--- config.mk ---
export PLATFORM = sky130hd
export DESIGN_NAME = i2s_frame_rx
export DESIGN_NICKNAME = d
export VERILOG_FILES = /design/src/rtl/i2s_pkg.sv /design/src/rtl/i2s_sck_gen.sv /design/src/rtl/i2s_frame_rx.sv
export SDC_FILE = /design/constraint.sdc
export NUM_CORES = 1
export LEC_CHECK = 0
export ABC_CLOCK_PERIOD_IN_PS = 2000
export BUFFER_PORTS_ARGS = -buffer_cell sky130_fd_sc_hd__buf_4
export CORE_MARGIN = 4
export CORE_UTILIZATION = 44
export CTS_BUF_LIST = sky130_fd_sc_hd__clkbuf_8
export DETAILED_ROUTE_END_ITERATION = 10
export SYNTH_ARGS = -nofsm -noshare
export SYNTH_HDL_FRONTEND = slang
export SYNTH_SLANG_ARGS = --single-unit
--- constraint.sdc ---
create_clock -name clk -period 2 [get_ports clk]
set_clock_uncertainty 0.05 [all_clocks]
set_input_delay 0.1 -clock clk [delete_from_list [all_inputs] [get_ports clk]]
set_output_delay 0.1 -clock clk [all_outputs]
set_load 0.02 [all_outputs]
--- src/rtl/i2s_pkg.sv ---
// Shared constants and types for the I2S frame receiver.
package i2s_pkg;

  localparam int SLOT_BITS  = 32;
  localparam int FRAME_BITS = 2 * SLOT_BITS;
  localparam int SC_BITS    = 6;

  localparam logic [SC_BITS-1:0] SC_LAST        = 6'd63;
  localparam logic [SC_BITS-1:0] WS_RIGHT_FIRST = 6'd31;
  localparam logic [SC_BITS-1:0] WS_RIGHT_LAST  = 6'd62;

  typedef enum logic {
    IDLE,
    RUN
  } state_e;

  // ws is raised one SCK ahead of the right slot MSB (Philips alignment)
  function automatic logic ws_for_slot(input logic [SC_BITS-1:0] sc);
    return (sc >= WS_RIGHT_FIRST) && (sc <= WS_RIGHT_LAST);
  endfunction

endpackage

--- src/rtl/i2s_sck_gen.sv ---
// Bit-clock generator: divides clk by 2*CLK_DIV and flags each SCK edge.
module i2s_sck_gen #(
  parameter int CLK_DIV = 8
) (
  input  logic clk,
  input  logic rst,
  input  logic run,
  output logic sck,
  output logic rise,
  output logic fall
);

  localparam int DIV_W = (CLK_DIV > 2) ? $clog2(CLK_DIV) : 1;
  localparam logic [DIV_W-1:0] DIV_LAST = DIV_W'(CLK_DIV - 1);

  logic [DIV_W-1:0] div_q, div_d;
  logic             sck_q, sck_d;
  logic             tc;

  always_comb begin
    tc    = run && (div_q == DIV_LAST);
    div_d = div_q;
    sck_d = sck_q;
    if (!run) begin
      div_d = '0;
      sck_d = 1'b0;
    end else if (tc) begin
      div_d = '0;
      sck_d = ~sck_q;
    end else begin
      div_d = div_q + 1'b1;
    end
  end

  always_ff @(posedge clk) begin
    if (rst) begin
      div_q <= '0;
      sck_q <= 1'b0;
    end else begin
      div_q <= div_d;
      sck_q <= sck_d;
    end
  end

  // Strobes mark the cycle whose closing edge toggles sck
  assign sck  = sck_q;
  assign rise = tc && !sck_q;
  assign fall = tc && sck_q;

endmodule

--- src/rtl/i2s_frame_rx.sv ---
// Master-mode I2S capture: drives SCK/WS and deserializes rx into 64-bit stereo frames.
module i2s_frame_rx
  import i2s_pkg::*;
#(
  parameter int CLK_DIV = 8
) (
  input  logic                  clk,
  input  logic                  rst,
  input  logic                  en,
  input  logic                  rx,
  output logic                  i2s_clk,
  output logic                  ws,
  output logic [FRAME_BITS-1:0] rx_data,
  output logic                  frame_valid
);

  state_e                state_q, state_d;
  logic [SC_BITS-1:0]    sc_q, sc_d;
  logic                  primed_q, primed_d;
  logic                  ws_q, ws_d;
  logic [FRAME_BITS-1:0] shift_q, shift_d;
  logic [FRAME_BITS-1:0] rx_data_q, rx_data_d;
  logic                  frame_valid_q, frame_valid_d;
  logic                  pend_q, pend_d;
  logic                  rx_q;
  logic [SC_BITS-1:0]    sc_inc;
  logic                  run, rise, fall;

  assign run    = (state_q == RUN) && en;
  assign sc_inc = sc_q + 1'b1;

  i2s_sck_gen #(
    .CLK_DIV(CLK_DIV)
  ) u_sck_gen (
    .clk (clk),
    .rst (rst),
    .run (run),
    .sck (i2s_clk),
    .rise(rise),
    .fall(fall)
  );

  always_comb begin
    state_d       = state_q;
    sc_d          = sc_q;
    primed_d      = primed_q;
    ws_d          = ws_q;
    shift_d       = shift_q;
    rx_data_d     = rx_data_q;
    frame_valid_d = 1'b0;
    pend_d        = 1'b0;

    // A completed frame is published one cycle after its last bit lands
    if (pend_q) begin
      rx_data_d     = shift_q;
      frame_valid_d = 1'b1;
    end

    case (state_q)
      IDLE: begin
        if (en) state_d = RUN;
      end
      RUN: begin
        if (!en) begin
          state_d  = IDLE;
          sc_d     = SC_LAST;
          primed_d = 1'b0;
          ws_d     = 1'b0;
          shift_d  = '0;
        end else begin
          if (rise) begin
            shift_d = {shift_q[FRAME_BITS-2:0], rx_q};
            pend_d  = (sc_q == SC_LAST) && primed_q;
          end
          if (fall) begin
            sc_d = sc_inc;
            if (sc_q == SC_LAST) primed_d = 1'b1;
            ws_d = ws_for_slot(sc_inc);
          end
        end
      end
      default: state_d = IDLE;
    endcase
  end

  always_ff @(posedge clk) begin
    if (rst) begin
      state_q       <= IDLE;
      sc_q          <= SC_LAST;
      primed_q      <= 1'b0;
      ws_q          <= 1'b0;
      shift_q       <= '0;
      rx_data_q     <= '0;
      frame_valid_q <= 1'b0;
      pend_q        <= 1'b0;
      rx_q          <= 1'b0;
    end else begin
      state_q       <= state_d;
      sc_q          <= sc_d;
      primed_q      <= primed_d;
      ws_q          <= ws_d;
      shift_q       <= shift_d;
      rx_data_q     <= rx_data_d;
      frame_valid_q <= frame_valid_d;
      pend_q        <= pend_d;
      rx_q          <= rx;
    end
  end

  assign ws          = ws_q;
  assign rx_data     = rx_data_q;
  assign frame_valid = frame_valid_q;

endmodule
* Word level (Yosys, flattened, before mapping) *
Index checks and enable logic that the tools add are counted.

storage, ports and cells
  logic and storage cells = 49
  register bits after elaboration = 144

operators by class
  eq/ne operators = 5
  add/subtract/negate cells = 2
  $lt $le $gt $ge = 2
  muxes and demuxes = 11
  bitwise logic cells = 5
  reductions and logical operators = 13

operator list
  cell                   count
  $mux W64               2
  $mux W6                2
  $mux W1                7
  $add A6 B1 Y6 const B  1
  $eq A6 B6 Y1 const B   1
  $ge A6 B5 Y1 const B   1
  $le A6 B6 Y1 const B   1
  $logic_and A1 B1 Y1    6
  $ne A2 B1 Y1 const B   3
  $not A1 Y1             5
  $reduce_and A2 Y1      2
  $reduce_or A4 Y1       1
  $add A3 B1 Y3 const B  1
  $eq A3 B3 Y1 const B   1
  $reduce_and A3 Y1      1
  $reduce_or A3 Y1       1
  $reduce_or A2 Y1       1
  $logic_not A1 Y1       1

* Depth between registers and ports, before layout *
Gate-level depths: netlist of run 1.

  depth in word-level cells = 5
  depth in mapped cells = 9
  mapped depth without buffers = 6

* By module *
A second synthesis of run 1 with hierarchy kept.

second synthesis, totals
  cells, all modules = 518
  area, all modules = 5177.5 um^2

by module, submodules not included
  module        area an instance (um^2)  cells each  times used
  i2s_frame_rx  5018.6                   503         1
  i2s_sck_gen   158.9                    15          1

* Least setup slack after synthesis of run 1 *
OpenSTA, ideal clock, no wires.

  path type = reg-to-reg
  start = register u_sck_gen.div_q[0]
  end = register shift_q[4]
  clock period less this slack = 1709 ps
  stages on the path, launching flop included = 10
  required time = 1818 ps
  slack = 291 ps
  library setup time = 132 ps
  arrival time = 1527 ps
  path buffers = 3
  cell sequence = dfxtp_1 -> ha_1 -> ha_1 -> buf_2 -> nand2_1 -> or3_1 -> buf_4 -> buf_6 -> nand3_2 -> a21oi_1

between the ends
  cells in the longest elaborated chain, start to end = 5

RTL lines
  element                             RTL line             source
  from (decl)                         i2s_sck_gen.sv:16    logic [DIV_W-1:0] div_q, div_d;
  from (signal assigned)              i2s_sck_gen.sv:40    div_q <= div_d;
  $eq A3 B3 Y1                        i2s_sck_gen.sv:21    tc = run && (div_q == DIV_LAST);
  $logic_and A1 B1 Y1                 i2s_sck_gen.sv:21
  $logic_and A1 B1 Y1                 i2s_sck_gen.sv:47    assign rise = tc && !sck_q;
  $ne A2 B1 Y1 (no source line)       n/a
  $reduce_and A2 Y1 (no source line)  n/a
  to (signal assigned)                i2s_frame_rx.sv:102  shift_q <= shift_d;
  to (decl)                           i2s_frame_rx.sv:21   logic [FRAME_BITS-1:0] shift_q, shift_d;

No other way between the ends.
A chain may end at the register's enable or synchronous reset.

* Final worst setup path of run 1 *
  start = register u_sck_gen.div_q[0]
  end = register shift_q[18]

Same word-level chain as after synthesis.

==> impl_metrics.env, run 1 <==
export IMPL_outcome="completed"
export IMPL_irDropWorstVdd_v=0.000398
export IMPL_crit_required_ns=2.25
export IMPL_synthAdderAreaFrac_pct=1.16
export IMPL_area_growth_pct=18.6
export IMPL_final_cells=799
export IMPL_startpoint="u_sck_gen.div_q[0]"
export IMPL_drc=0
export IMPL_first_pass_iters=4
export IMPL_synth_ff_latch_count=144
export IMPL_cp_arrival_ns=2.12
export IMPL_synth_flop_cell="dfxtp_1"
export IMPL_initial_utilization_pct=45.0
export IMPL_routed_wl_um=11000
export IMPL_syn_inst=584
export IMPL_avgRoutedWirePerCell_um=13.7
export IMPL_hp_start="rst"
export IMPL_finalNetCount=648
export IMPL_clock_path_buffers=2
export IMPL_gp_congestion=0.845
export IMPL_syn_num_nets=593
export IMPL_diodes=0
export IMPL_die_w_um=119
export IMPL_hpwl_um=6990
export IMPL_avgSynthCellArea_um2=9.26
export IMPL_power_density_mw_per_mm2=784
export IMPL_syn_area_mm2=0.00541
export IMPL_crit_type="flip-flop to flip-flop"
export IMPL_port_buffers=70
export IMPL_relSlewSlack_pct=65.7
export IMPL_crit_chain="ha_1, ha_2, nand2_1, or3_2, buf_12, nand3_1, a21oi_1"
export IMPL_ant_nets=0
export IMPL_cts_root_buffer_cell="clkbuf_8"
export IMPL_power_uw=5030
export IMPL_rsz0062_at_grt="no"
export IMPL_leakage_uw=0.00238
export IMPL_crit_fanout=40
export IMPL_hold_viol_final=0
export IMPL_overflow=0
export IMPL_synth_xor_area_share_pct=0.486
export IMPL_finalCritPeriodShare_pct=93.2
export IMPL_synth_edf_count=0
export IMPL_hold_class="input pin to flip-flop"
export IMPL_fp_row_count=40
export IMPL_viasPerCell=5.19
export IMPL_fin_tns_setup_ns=0
export IMPL_io_pins=71
export IMPL_final_common_cell="dfxtp_1"
export IMPL_synth_cell_type_count=36
export IMPL_drv_slew=0
export IMPL_cts_max_level=4
export IMPL_dieArea_mm2=0.0141
export IMPL_fmax_ghz=0.536
export IMPL_max_cap_viol_count=0
export IMPL_cts_buffers=17
export IMPL_ys_seq_area_share_pct=53.3
export IMPL_startpoint_type="flip-flop"
export IMPL_whs_ns=0.0670
export IMPL_synth_simple_area_share_pct=20.2
export IMPL_clkLatencyLatePin_ns=0.43
export IMPL_grt_usage_pct=16.3
export IMPL_synth_top_family_by_area="simple AND/OR/NAND/NOR gates"
export IMPL_max_stage_delay_ns=0.48
export IMPL_grt_max_degree=89
export IMPL_synth_compound_area_share_pct=7.94
export IMPL_first_global_vias=3991
export IMPL_dp_cells=765
export IMPL_synthArstFlopShare_pct=0
export IMPL_clk_pin_slew_ns=0.07
export IMPL_period_needed_ns=1.86
export IMPL_cts_setup_buffers=0
export IMPL_reg2reg_from="u_sck_gen.div_q[0]"
export IMPL_synthMuxAreaShare_pct=11.9
export IMPL_placed_area_mm2=0.00602
export IMPL_yosys_warnings=0
export IMPL_grt_pass1_wl_um=18900
export IMPL_layout_cells_most_common_list="dfxtp_1 (143), nand2_1 (74), buf_4 (72)"
export IMPL_cts_sinks=144
export IMPL_antenna_found_initial=0
export IMPL_route_vias_total=4145
export IMPL_die_y_um=119
export IMPL_drive_gt1_share_pct=19.0
export IMPL_drtIter0Drc=210
export IMPL_fin_area_mm2=0.00641
export IMPL_cts_tree="built"
export IMPL_cp_end_kind="flip-flop"
export IMPL_coreArea_mm2=0.0120
export IMPL_tightestPinTransition_ns=0.514
export IMPL_slowest_stage="or3_2"
export IMPL_setup_viol=0
path summary, 6_finish.rpt:
kind / end / slack (ns) / depth (start not counted)
worst max-delay path: shift_q[18] / 0.14 / 7
worst min-delay path: rx_data[58] / 0.07 / 2
worst max register to register: shift_q[18] / 0.14 / 7
worst min register to register: u_sck_gen.div_q[0] / 0.38 / 1
layer usage:
layer	global-route usage, %	up-vias	share of wire, %
li1	-	2091	-
met1	20.4	1923	45
met2	25.8	108	47
met3	5.56	23	5.6
met4	6.59	0	2.0
met5	0	-	0
where the power goes:
part	switching [uW]	total [uW]	internal, uW
sequential	3.54	2870	2870
clock	989	2070	1080
combinational	67.3	86.6	19.3
metrics by stage:
step	utilization (%)	worst slack [ns]
2_1_floorplan	-	0.291
3_3_place_gp	50.1	0.151
3_5_place_dp	50.1	0.0670
4_1_cts	53.3	0.0694
5_1_grt	53.4	0.0321
6_report	53.4	0.135
logic make-up (layout without fill, tap and decap cells):
kind of cell / count (synthesis) / count (layout)
and+or+nand+nor: 238 / 238
DFF: 144 / 144
AOI/OAI and AO/OA: 79 / 79
muxes: 64 / 64
buffers and inverters: 51 / 119
adders and majority gates: 5 / 5
xor gates and xnor gates: 3 / 3
sequential cells by signal, summed over array words and instances, names as in the netlist:
register	flops
rx_data	64
primed_q	1
state_q	1
rx_q	1
sc_q	6
shift_q	64
u_sck_gen.sck	1
ws	1
frame_valid	1
pend_q	1
u_sck_gen.div_q	3
what timing repair did:
action / CTS / global route
hold endpoints to repair: 5 / 0
hold buffers: 2 / 0
resized for setup: 0 / 2
endpoints found under the setup margin: 0 / 38
cell type report:
type | count | area (um^2)
multi-input combinational | 389 | 2260
sequential | 144 | 2890
timing repair buffer | 81 | 692
clock buffer | 21 | 289
inverter | 6 | 22.5
clock inverter | 11 | 73.8
tap | 147 | 184
fill | 1118 | 5600
critical path: cells and delay by family (launching register included):
family	cells	cell delay, ns
simple gates	3	0.68
fa+ha+maj	2	0.38
flops	1	0.34
buf+inv	1	0.21
compound gates	1	0.08
Yosys cell counts (2+ instances only):
master,number,area [um^2]
dfxtp_1,144,2880
nand2_1,75,282
nor2_1,69,259
a21oi_1,68,340
mux2i_1,64,641
nand3_1,59,295
clkbuf_1,19,71.3
buf_2,11,55.1
nand3_2,10,100
buf_4,6,45.0
buf_6,6,67.6
nor2b_1,6,37.5
ha_1,5,62.6
inv_1,5,18.8
nand4_1,5,31.3
nor3_1,4,20.0
buf_1,3,11.3
xnor2_1,3,26.3
a311o_1,2,20.0
and2_1,2,12.5
nand2b_1,2,12.5
or3_1,2,12.5
Power figures use the tool's default switching activity.
==> run 2, diff against run 1 <==
--- a/config.mk
+++ b/config.mk
@@ -5,12 +5,13 @@
 export SDC_FILE = /design/constraint.sdc
 export NUM_CORES = 1
 export LEC_CHECK = 0
-export ABC_CLOCK_PERIOD_IN_PS = 2000
+export ABC_CLOCK_PERIOD_IN_PS = 1640
 export BUFFER_PORTS_ARGS = -buffer_cell sky130_fd_sc_hd__buf_4
 export CORE_MARGIN = 4
 export CORE_UTILIZATION = 44
 export CTS_BUF_LIST = sky130_fd_sc_hd__clkbuf_8
 export DETAILED_ROUTE_END_ITERATION = 10
+export PLACE_DENSITY = 0.66
 export SYNTH_ARGS = -nofsm -noshare
 export SYNTH_HDL_FRONTEND = slang
 export SYNTH_SLANG_ARGS = --single-unit
==> constraint.sdc (replaced) <==
create_clock -name clk -period 1.64 [get_ports clk]
set_clock_uncertainty 0.05 [all_clocks]
set_input_delay 0.082 -clock clk [delete_from_list [all_inputs] [get_ports clk]]
set_output_delay 0.082 -clock clk [all_outputs]
set_load 0.02 [all_outputs]
==> run 2 against run 1 <==
Against the previous run: the run now ends with setup timing left; via count rose by 2.3%; worst setup slack lost 0.16 ns; total power rose by 32%; design area grew 7.5%; die area is the same; clock power rose by 46%; count of clock-buffer cells in the layout decreased by 1; non-clock buffer count grew 22; sequential power grew 22%; critical path type unchanged; critical endpoint is now shift_q[51]; largest power group unchanged.
==> impl_metrics.env, run 2 (synthesized netlist as in run 1, its figures left out) <==
export IMPL_crit_required_ns=1.87
export IMPL_hold_class="input pin to flip-flop"
export IMPL_finish_utilization_pct=57.4
export IMPL_gp_congestion=0.848
export IMPL_drive_gt1_share_pct=26.6
export IMPL_drc=0
export IMPL_grt_usage_pct=15.9
export IMPL_whs_ns=0.364
export IMPL_hpwl_um=7050
export IMPL_first_pass_iters=5
export IMPL_fill_cells=1042
export IMPL_cp_depth=7
export IMPL_cts_root_buffer_cell="clkbuf_8"
export IMPL_pre_cts_ws_ns=-0.111
export IMPL_crit_fanout=23
export IMPL_max_stage_delay_ns=0.44
export IMPL_first_global_vias=3899
export IMPL_fin_tns_setup_ns=-0.494
export IMPL_final_common_cell="dfxtp_1"
export IMPL_violations="setup timing"
export IMPL_cp_arrival_ns=1.90
export IMPL_cts_buffers=17
export IMPL_diodes=0
export IMPL_setup_viol=38
export IMPL_relSlewSlack_pct=56.2
export IMPL_layout_cells_most_common_list="dfxtp_1 (140), buf_4 (84), nand2_1 (72)"
export IMPL_route_vias_total=4242
export IMPL_dieArea_mm2=0.0141
export IMPL_slowest_stage="or3_4"
export IMPL_irDropWorstVdd_v=0.000524
export IMPL_viasPerCell=5.17
export IMPL_hold_viol_final=0
export IMPL_path_delay_family="simple AND/OR/NAND/NOR gates"
export IMPL_holdPathStages=3
export IMPL_grt_max_degree=65
export IMPL_overflow=0
export IMPL_grt_pass1_wl_um=18700
export IMPL_max_cap_viol_count=0
export IMPL_clkLatencyLatePin_ns=0.42
export IMPL_cts_sinks=144
export IMPL_crit_type="flip-flop to flip-flop"
export IMPL_power_density_mw_per_mm2=963
export IMPL_die_y_um=119
export IMPL_drv_slew=0
export IMPL_initial_utilization_pct=45.0
export IMPL_fmax_ghz=0.599
export IMPL_path_buf_inv=1
export IMPL_antenna_found_initial=0
export IMPL_finalCritPeriodShare_pct=102
export IMPL_tightestPinTransition_ns=0.657
export IMPL_setup_ws_ns=-0.0288
export IMPL_crit_chain="ha_4, ha_4, nand2_2, or3_4, buf_12, nand3_1, a21oi_1"
export IMPL_routed_wl_um=11700
export IMPL_coreArea_mm2=0.0120
export IMPL_area_growth_pct=27.5
export IMPL_clk_pin_slew_ns=0.07
export IMPL_finalNetCount=670
export IMPL_io_pins=71
export IMPL_cts_max_level=4
export IMPL_ant_nets=0
export IMPL_rsz0062_at_grt="yes"
export IMPL_startpoint_type="flip-flop"
export IMPL_clock_path_buffers=2
export IMPL_drtIter0Drc=236
export IMPL_outcome="complete, but fails checks"
export IMPL_period_needed_ns=1.67
export IMPL_die_w_um=119
export IMPL_cp_common_cell="ha_4"
export IMPL_rr_worst_depth=7
export IMPL_fp_row_count=40
export IMPL_cp_end_kind="flip-flop"
export IMPL_port_buffers=70
export IMPL_avgRoutedWirePerCell_um=14.3
export IMPL_cts_tree="built"
export IMPL_leakage_uw=0.00252
-- run 2: cell types whose count changed in the layout (fill, tap and decap cells not counted), sizes merged --
cell,before,now
dlygate4sd3,2,3
clkbuf,21,22
clkinv,5,4
clkinvlp,0,2
bufinv,1,4
buf,79,98
inv,11,7
-- run 2: path summary, 6_finish.rpt --
kind	start	endpoint	slack (ns)
worst max-delay path	u_sck_gen.div_q[0]	shift_q[51]	-0.03
worst min-delay path	rx	rx_q	0.36
worst max register to register	u_sck_gen.div_q[0]	shift_q[51]	-0.03
worst min register to register	rx_q	shift_q[0]	0.39
-- run 2: worst reg2reg max path, stage by stage (launching register included) --
cell and delay, ns:
dfxtp_2 0.35, ha_4 0.14, ha_4 0.14, nand2_2 0.05, or3_4 0.44, buf_12 0.19, nand3_1 0.10, a21oi_1 0.07
-- run 2: power breakdown --
group,switching (uW),internal [uW],total (uW)
Clock,1260,1760,3020
Combinational,90.3,29.2,120
Sequential,2.94,3500,3500
-- run 2: repair_timing --
| item | 4_1_cts | 5_1_grt |
|---|---|---|
| cloned | 1 | 5 |
| setup endpoints to repair | 67 | 70 |
| hold buffers | 3 | 0 |
| buffers inserted | 0 | 2 |
| resized for setup | 7 | 31 |
| endpoints found under the hold margin | 5 | 0 |
| pin swaps | 4 | 13 |
-- run 2: cell type report --
| class | instances | area [um^2] | share of cell area (%) |
|---|---|---|---|
| clock inverter | 11 | 163 | 2.36 |
| sequential | 144 | 2890 | 42.0 |
| tap | 147 | 184 | 2.67 |
| timing repair buffer | 103 | 950 | 13.8 |
| inverter | 6 | 22.5 | 0.327 |
| clock buffer | 20 | 275 | 4.00 |
| multi-input combinational | 389 | 2400 | 34.9 |
-- run 2: through the flow --
step | cell area (um^2) | instances | power, uW
final | 6890 | 820 | 6640
after CTS | 6670 | 813 | 6710
after detailed placement | 6150 | 778 | 3690
after floorplan | 5450 | 584 | 3660
after global routing | 6890 | 820 | 6880
after global placement | 6150 | 778 | 3690
-- run 2: routing by layer --
layer	track usage, %	part of all wire [%]	vias up
met1	21.7	48	1999
li1	-	-	2143
met5	0	0	-
met2	24.2	47	86
met4	5.72	1.2	0
met3	4.18	4.0	14
